[src/rtl/dogx_frame_serializer.sv]
// dogx_frame_serializer: boxcar decimator, one-entry holding buffer and
// three-wire MSB-first frame shifter with sticky overrun.
//
// Ports:
//   CLK_24M      system clock
//   reset        asynchronous, active-low reset
//   enable_3M    one-cycle sample strobe
//   sample_in    signed 11-bit converter sample
//   alpha_in     channel-select flag for sample_in
//   serial_en    link enable; low flushes decimator and holding buffer
//   overrun_clr  synchronous clear of overrun
//   sclk         serial bit clock
//   sdata        serial data, MSB first
//   fsync        high during bit 15 of each frame
//   overrun      sticky overrun flag
module dogx_frame_serializer #(
   parameter int DECIM  = 8,
   parameter int CLKDIV = 2
) (
   input  logic        CLK_24M,
   input  logic        reset,
   input  logic        enable_3M,
   input  logic [10:0] sample_in,
   input  logic        alpha_in,
   input  logic        serial_en,
   input  logic        overrun_clr,
   output logic        sclk,
   output logic        sdata,
   output logic        fsync,
   output logic        overrun
);

   localparam int CW = $clog2(DECIM);
   localparam int DW = $clog2(CLKDIV);
   localparam logic [CW-1:0] CNT_LAST = CW'(DECIM - 1);
   localparam logic [DW-1:0] DIV_LAST = DW'(CLKDIV - 1);
   localparam logic [DW-1:0] DIV_HALF = DW'(CLKDIV / 2);

   typedef enum logic {
      IDLE,
      SHIFT
   } state_t;

   state_t            state;
   state_t            state_nx;
   logic signed [14:0] acc;
   logic signed [14:0] samp_ext;
   logic signed [14:0] sum;
   logic [CW-1:0]     cnt;
   logic              alpha_or;
   logic [15:0]       hold_data;
   logic              hold_valid;
   logic              hold_ok;
   logic [15:0]       shift_reg;
   logic [3:0]        bit_idx;
   logic [DW-1:0]     div_cnt;
   logic              frame_vld;
   logic              bit_end;
   logic              last_bit;
   logic              load;
   logic              drop;
   logic              overrun_q;

   assign samp_ext  = {{4{sample_in[10]}}, sample_in};
   assign sum       = acc + samp_ext;
   assign frame_vld = enable_3M & serial_en
                    & (cnt == CNT_LAST);
   // A flushed buffer must never reach the shifter.
   assign hold_ok   = hold_valid & serial_en;
   assign bit_end   = (state == SHIFT)
                    & (div_cnt == DIV_LAST);
   assign last_bit  = bit_end & (bit_idx == 4'd0);
   assign drop      = frame_vld & hold_valid & ~load;

   always_comb begin
      state_nx = state;
      load     = 1'b0;
      unique case (state)
         IDLE: begin
            if (hold_ok) begin
               load     = 1'b1;
               state_nx = SHIFT;
            end
         end
         SHIFT: begin
            if (last_bit) begin
               if (hold_ok) begin
                  load = 1'b1;
               end else begin
                  state_nx = IDLE;
               end
            end
         end
         default: state_nx = IDLE;
      endcase
   end

   // Outputs decode registered state, so reset forces them low at once.
   assign sclk    = (state == SHIFT) & (div_cnt >= DIV_HALF);
   assign sdata   = (state == SHIFT) & shift_reg[bit_idx];
   assign fsync   = (state == SHIFT) & (bit_idx == 4'd15);
   assign overrun = overrun_q;

   always_ff @(posedge CLK_24M or negedge reset) begin
      if (!reset) begin
         acc      <= '0;
         cnt      <= '0;
         alpha_or <= 1'b0;
      end else if (!serial_en) begin
         acc      <= '0;
         cnt      <= '0;
         alpha_or <= 1'b0;
      end else if (enable_3M) begin
         if (cnt == CNT_LAST) begin
            acc      <= '0;
            cnt      <= '0;
            alpha_or <= 1'b0;
         end else begin
            acc      <= sum;
            cnt      <= cnt + 1'b1;
            alpha_or <= alpha_or | alpha_in;
         end
      end
   end

   // A frame arriving while the shifter loads takes the freed slot.
   always_ff @(posedge CLK_24M or negedge reset) begin
      if (!reset) begin
         hold_data  <= '0;
         hold_valid <= 1'b0;
      end else if (!serial_en) begin
         hold_valid <= 1'b0;
      end else if (frame_vld && (!hold_valid || load)) begin
         hold_data  <= {alpha_or | alpha_in, sum};
         hold_valid <= 1'b1;
      end else if (load) begin
         hold_valid <= 1'b0;
      end
   end

   always_ff @(posedge CLK_24M or negedge reset) begin
      if (!reset) begin
         state     <= IDLE;
         shift_reg <= '0;
         bit_idx   <= '0;
         div_cnt   <= '0;
      end else begin
         state <= state_nx;
         if (load) begin
            shift_reg <= hold_data;
            bit_idx   <= 4'd15;
            div_cnt   <= '0;
         end else if (state == SHIFT) begin
            if (bit_end) begin
               div_cnt <= '0;
               bit_idx <= bit_idx - 1'b1;
            end else begin
               div_cnt <= div_cnt + 1'b1;
            end
         end
      end
   end

   // Set takes priority over a simultaneous clear.
   always_ff @(posedge CLK_24M or negedge reset) begin
      if (!reset) begin
         overrun_q <= 1'b0;
      end else begin
         overrun_q <= drop | (overrun_q & ~overrun_clr);
      end
   end

endmodule
[config.mk]
export PLATFORM = sky130hd
export DESIGN_NAME = dogx_frame_serializer
export DESIGN_NICKNAME = d
export VERILOG_FILES = /design/src/rtl/dogx_frame_serializer.sv
export SDC_FILE = /design/constraint.sdc
export NUM_CORES = 1
export LEC_CHECK = 0
export CORE_MARGIN = 3
export CORE_UTILIZATION = 53
export DETAILED_ROUTE_END_ITERATION = 7
export PLACE_DENSITY_LB_ADDON = 0.3
export SYNTH_ARGS = -nofsm -noshare
export SYNTH_HDL_FRONTEND = slang
export SYNTH_SLANG_ARGS = --single-unit
[constraint.sdc]
create_clock -name CLK_24M -period 2.05 [get_ports CLK_24M]
set_input_delay 0.5125 -clock CLK_24M [delete_from_list [all_inputs] [get_ports CLK_24M]]
set_output_delay 0.5125 -clock CLK_24M [all_outputs]
set_load 0.02 [all_outputs]
==> flow_summary.yaml, run 1 <==
logic_synthesis:
  ys_seq_area_share_pct: 46.1
  synth_top_family_by_area: "simple AND/OR/NAND/NOR gates"
  synthDominantCellAreaShare_pct: 46.1
  synth_area_in_compound_gates_pct: 16.1
  netlist.top_cell.by_area: "sky130_fd_sc_hd__dfrtp_1"
  synth_warnings: 0
  synth_area_in_adders_pct: 8.05
  ys_types: 50
  synth_mux_area_share_pct: 5.20
  synth.top_cells.by_area: "sky130_fd_sc_hd__dfrtp_1 (46%), sky130_fd_sc_hd__nand2_1 (10%), sky130_fd_sc_hd__ha_1 (7.4%), sky130_fd_sc_hd__a22o_1 (3.0%), sky130_fd_sc_hd__mux4_2 (2.8%)"
  postSynthAreaPerCell_um2: 9.83
  syn-num-nets: 363
  synthSimpleGateAreaFrac_pct: 19.2
  netlist_area_pre_place_mm2: 0.00320
  synth_seq_cells: 59
  synthesized_area_fraction_occupied_by_xor_and_xnor_cells_pct: 2.73
  synth_cells: 326
timing:
  timing.max_slew.rel_slack_pct: 77.2
  period_share_pct: 117
  fin_ws_ns: -0.350
  final_hold_viol_count: 0
  timing_worst_slew_pin_value_ns: 0.339
  final.min_clock_period_ns: 2.40
  fmaxAchievable_mhz: 417
  finClkSkew_ns: 0.00846
  rsz0062_at_grt: "true"
  slew_viol_final: 0
  timing.setup.tns_ns: -0.820
  setup_failing_eps_final: 9
min_path:
  holdCritPathClass: "primary input to async pin"
floorplan:
  die_area_mm2: 0.00701
  io_pins: 21
  effective_utilization_at_floorplan_pct: 56.4
  core_region_area_mm2: 0.00568
  rows: 27
  die-height_um: 83.7
  die_x_um: 83.7
worst_setup_path:
  critical_path.endpoint_type: "output port"
  crit_chain: "buf_6 > mux4_2 > a211oi_2 > a311oi_2 > buf_4"
  critPathSlowestCell: "sky130_fd_sc_hd__mux4_2"
  worstPathMaxFanout: 3
  critical_path_arrival_ns: 1.89
  worst_path_largest_cell_delay_ns: 0.51
  element_type_at_the_critical_path_start: "register"
  critical_path_start_end_classification: "register to output port"
  crit_required_ns: 1.54
clock_tree:
  ctsHtreeMaxLevel: 3
  clock_insertion_delay_worst_skew_ns: 0.33
  cts-root-buf: "sky130_fd_sc_hd__clkbuf_8"
  cts_inserted_buffers: 9
  path_clk_slew_ns: 0.06
  clock_sink_count: 59
  tritoncts_clock_tree: "built"
  clockBufferDepth: 2
  cts_hold_repair.buffers: 0
layout:
  layout-drive-gt1-share_pct: 34.6
  final_core_utilization_pct: 77.3
  layout.nets: 437
  synthToLayoutAreaGrowth_pct: 37.0
  antenna_fix_cells: 0
global_routing:
  groute.usage.overall_pct: 23.0
  grt_max_degree: 36
  grt_pass1_vias: 2781
  met3_usage_pct: 4.15
  global_route_wire_length_before_repair_mm: 13.1
  global_route.overflow_total: 0
  grt_antenna_before_repair: 0
  globalRoute.busiestLayer: "met2"
  globalRouteMet2Util_pct: 37.0
  grt_use_met1_pct: 30.3
place:
  placement.io_buffers: 20
  detailed_place_hpwl_mm: 5.17
  place_worst_setup_slack_ns: -0.780
  gp_routability_congestion: 0.812
route:
  remaining_drc_errors: 0
  dr.pass1.iters: 4
  drt-initial-drc-count: 137
  routed_wirelength_mm: 8.02
  drtAntennaViolNets: 0
  detailroute.via_count: 2664
  post_drt_wl_per_cell_um: 16.8
  vias_per_cell: 5.58
run:
  max_cap_viol_count: 0
pwr:
  power.leakage_nw: 2.16
  irDropWorstVdd_v: 0.000450
  power_density_mw_per_mm2: 893
status:
  run_status: "finished, violations left"
  violations: "negative setup slack"
==> logic make-up after synthesis <==
group                      Yosys count
and+or+nand+nor                    137
AOI/OAI and AO/OA                   69
DFF                                 59
buffers and inverters               20
adders and majority gates           20
muxes                               11
xor gates and xnor gates            10
==> critical path, delay by kind of cell (launching register included) <==
family / cells / cell delay (ns)
flip-flops: 1 / 0.40
buffers and inverters: 2 / 0.30
AO/OA/AOI/OAI: 2 / 0.36
multiplexers: 1 / 0.51
==> through the flow <==
stage | area, um^2 | hold WS [ns] | total power [mW] | std cells
floorplan | 3230 | 0.217 | 2.04 | 326
global placement | 3810 | 0.414 | 2.43 | 452
detailed placement | 3810 | 0.416 | 2.48 | 452
CTS | 4280 | 0.0572 | 3.84 | 475
global route | 4390 | 0.0693 | 4.12 | 477
finish | 4390 | 0.0646 | 3.92 | 477
==> routing by layer <==
metal / wire length, um / share of wire [%]
met1: 3390 / 42
met2: 4020 / 50
met3: 336 / 4.2
met4: 279 / 3.5
met5: 0 / 0
==> Yosys cell counts (all sizes together) <==
cell     count
a211oi       3
a21boi       2
a21o         5
a21oi       17
a22o        11
a22oi        1
a311oi       2
a31oi        4
and2         1
and3         3
and4         1
buf          7
clkbuf       3
dfrtp       59
fa           1
ha          19
inv         10
mux2         5
mux2i        2
mux4         4
nand2       87
nand2b       3
nand3        6
nand3b       1
nand4        1
nand4bb      1
nor2        25
nor2b        3
nor3         3
o21a         2
o21ai       16
o21bai       1
o221ai       1
o22ai        1
o31ai        3
or2          2
xnor2        6
xor2         4
==> area by class of cell <==
cell class,count,area [um^2]
Multi-Input combinational cell,247,1960
Clock buffer,11,151
Sequential cell,59,1480
Clock inverter,5,75.1
Fill cell,350,1290
Timing Repair Buffer,73,598
Inverter,10,37.5
Tap cell,72,90.1
==> power by group <==
| group | switching, mW | internal (mW) | leakage, nW |
|---|---|---|---|
| combinational | 0.647 | 0.656 | 1.24 |
| sequential | 0.143 | 1.28 | 0.798 |
| clock | 0.454 | 0.744 | 0.119 |
| total | 1.24 | 2.68 | 2.16 |
==> cell usage in the layout, fill, tap and decap left out, drive strengths merged, types with 2 or more instances in the layout <==
cell type       n
a21boi          2
clkdlybuf4s15   2
buf            55
a21oi          17
nand2b          3
nand3           6
o21a            2
a211oi          3
dfrtp          59
nor2           25
or2             2
bufinv          2
a31oi           4
mux2i           2
and3            3
nand2          87
inv            10
a21o            5
ha             19
o31ai           3
nor2b           3
xnor2           6
clkdlybuf4s50   5
dlygate4sd2     9
a311oi          2
o21ai          16
xor2            4
clkinv          3
a22o           11
mux4            4
clkbuf         12
nor3            3
mux2            5
==> path summary, 6_finish.rpt <==
check	start	to	slack [ns]	cells after the start
min in group CLK_24M	hold_data[7]	shift_reg[7]	0.47	2
worst max-delay path	bit_idx[0]	sdata	-0.35	5
max in group asynchronous	reset	acc[0]	1.50	2
worst min-delay path	reset	shift_reg[1]	0.06	1
worst min register to register	hold_data[7]	shift_reg[7]	0.47	2
worst max register to register	acc[1]	acc[7]	-0.10	9
==> timing repair <==
action                     CTS  global route
setup endpoints to repair   21            27
gates resized for setup     53            24
pin swaps                   32            19
buffers inserted             8             2
hold endpoints to repair     0             0
No activity file was read; power rests on OpenSTA's default activity.
==> run 2: changes to the inputs <==
Settings changed: CORE_UTILIZATION 53 to 57, DONT_BUFFER_PORTS set to 1.
==> run 2 against run 1 <==
Net effect: sequential power is essentially flat; critical path type unchanged; wire length shrank 19%; sequential cell count unchanged; worst hold slack worse by 0.027 ns; power is 11% lower; maximum frequency grew 7.2%; die area fell by 6.5%; sequential share of layout area increased by 5.0 points; largest power group unchanged; global-route usage down 0.56 points; final area decreased by 13%; utilization fell by 4.7 points; the run still ends with negative setup slack left.
==> flow_summary.yaml, run 2 (synthesis gave the netlist of run 1 again) <==
status:
  run_status: "finished, violations left"
  violations: "negative setup slack"
layout:
  layout.cells.most_common: "sky130_fd_sc_hd__nand2_1"
  final_core_utilization_pct: 72.6
  synthToLayoutAreaGrowth_pct: 19.5
  antenna_fix_cells: 0
  layout.nets: 393
  layout_common_cells: "sky130_fd_sc_hd__nand2_1 (84), sky130_fd_sc_hd__dfrtp_1 (58), sky130_fd_sc_hd__buf_4 (25), sky130_fd_sc_hd__nor2_1 (19), sky130_fd_sc_hd__ha_1 (18)"
  final_area_mm2: 0.00383
  layout-drive-gt1-share_pct: 26.3
clock_tree:
  clock_insertion_delay_worst_skew_ns: 0.34
  tritoncts_clock_tree: "built"
  ctsHtreeMaxLevel: 3
  path_clk_slew_ns: 0.07
  clock_sink_count: 59
  clockBufferDepth: 2
  cts_inserted_buffers: 9
  cts-root-buf: "sky130_fd_sc_hd__clkbuf_8"
floorplan:
  io_pins: 21
  die_x_um: 81.0
  die-height_um: 81.0
  core_region_area_mm2: 0.00527
  rows: 26
  die_area_mm2: 0.00655
  effective_utilization_at_floorplan_pct: 60.8
route:
  drtAntennaViolNets: 0
  post_drt_wl_per_cell_um: 15.1
  remaining_drc_errors: 0
  drt-initial-drc-count: 143
  dr.pass1.iters: 4
  routed_wirelength_mm: 6.53
  detailroute.via_count: 2391
  vias_per_cell: 5.55
global_routing:
  grt_antenna_before_repair: 0
  global_route.overflow_total: 0
  grt_max_degree: 60
  grt_pass1_vias: 2376
  global_route_wire_length_before_repair_mm: 11.2
  groute.usage.overall_pct: 22.4
timing:
  fmaxAchievable_mhz: 447
  period_share_pct: 109
  rsz0062_at_grt: "true"
  final_hold_viol_count: 0
  timing_worst_slew_pin_value_ns: 1.14
  timing.max_slew.rel_slack_pct: 23.7
  fin_ws_ns: -0.189
  slew_viol_final: 0
  setup_failing_eps_final: 6
  finClkSkew_ns: 0.00676
  final.min_clock_period_ns: 2.24
  timing.setup.tns_ns: -0.330
pwr:
  power.leakage_nw: 1.90
  power_density_mw_per_mm2: 914
  irDropWorstVdd_v: 0.000621
worst_setup_path:
  critPathSlowestCell: "sky130_fd_sc_hd__dfrtp_2"
  element_type_at_the_critical_path_start: "register"
  crit_chain: "buf_6 > mux4_2 > nand2_2 > a311oi_4"
  critical_path.endpoint_type: "output port"
  critical_path_arrival_ns: 1.73
  critical_path_start_end_classification: "register to output port"
  worstPathMaxFanout: 4
  worst_path_largest_cell_delay_ns: 0.44
  crit_required_ns: 1.54
place:
  gp_routability_congestion: 0.861
  detailed_place_hpwl_mm: 4.40
  placedInstanceArea_mm2: 0.00341
  placement.io_buffers: 0
run:
  max_cap_viol_count: 0
min_path:
  holdCritPathClass: "primary input to async pin"
run 2: changes by cell type in the layout (fill, tap and decap cells not counted), moves of 3 or more:
cell,delta
sky130_fd_sc_hd__buf_4,-26
sky130_fd_sc_hd__dlygate4sd2_1,-9
sky130_fd_sc_hd__ha_1,+8
sky130_fd_sc_hd__a21oi_4,-3
sky130_fd_sc_hd__ha_4,-8
sky130_fd_sc_hd__o21ai_1,-3
sky130_fd_sc_hd__clkdlybuf4s50_1,-5
run 2: cell type report:
| type | count | area [um^2] |
|---|---|---|
| fill | 369 | 1440 |
| tap | 70 | 87.6 |
| sequential | 59 | 1480 |
| multi-input combinational | 247 | 1780 |
| timing repair buffer | 29 | 249 |
| clock buffer | 9 | 124 |
| clock inverter | 7 | 68.8 |
| inverter | 10 | 37.5 |
run 2: timing repair:
action	in CTS	in global routing
pin swaps	8	16
gates resized for setup	8	22
hold buffers	1	0
endpoints found under the hold margin	59	0
endpoints found under the setup margin	26	37
setup buffers	4	5
run 2: report_power, final:
group	switching (mW)	internal, mW
Combinational	0.530	0.493
Clock	0.485	0.556
Sequential	0.155	1.28
Total	1.17	2.33
run 2: routing by layer:
| metal | routed length (um) | track usage, % | part of all wire, % |
|---|---|---|---|
| met5 | 0 | 0 | 0 |
| met4 | 96 | 7.94 | 1.5 |
| met3 | 188 | 5.54 | 2.9 |
| met2 | 3080 | 34.8 | 47 |
| met1 | 3170 | 30.6 | 49 |
run 2: worst paths after layout:
kind | start | endpoint | slack [ns] | cells after the start
min reg2reg | hold_data[8] | shift_reg[8] | 0.47 | 2
min | reset | acc[3] | 0.04 | 1
max reg2reg | acc[1] | hold_data[11] | -0.05 | 8
max in group asynchronous | reset | bit_idx[0] | 1.76 | 1
max | bit_idx[0] | sdata | -0.19 | 4
min in group CLK_24M | overrun_clr | overrun | 0.27 | 1
run 2: through the flow:
stage | std cells | power [mW] | hold slack [ns] | setup slack, ns
3_5_place_dp | 405 | 2.29 | 0.218 | -0.257
2_1_floorplan | 326 | 2.04 | 0.217 | -0.138
3_3_place_gp | 405 | 2.25 | 0.219 | -0.218
5_1_grt | 431 | 3.69 | 0.0342 | -0.275
4_1_cts | 426 | 3.45 | 0.0385 | -0.208
6_report | 431 | 3.50 | 0.0371 | -0.189
run 2: critical path: cells and delay by family, from the launching register on:
| kind | cells | cell delay [ns] |
|---|---|---|
| compound gates | 1 | 0.41 |
| buf+inv | 1 | 0.14 |
| flops | 1 | 0.44 |
| mux | 1 | 0.33 |
| simple gates | 1 | 0.07 |
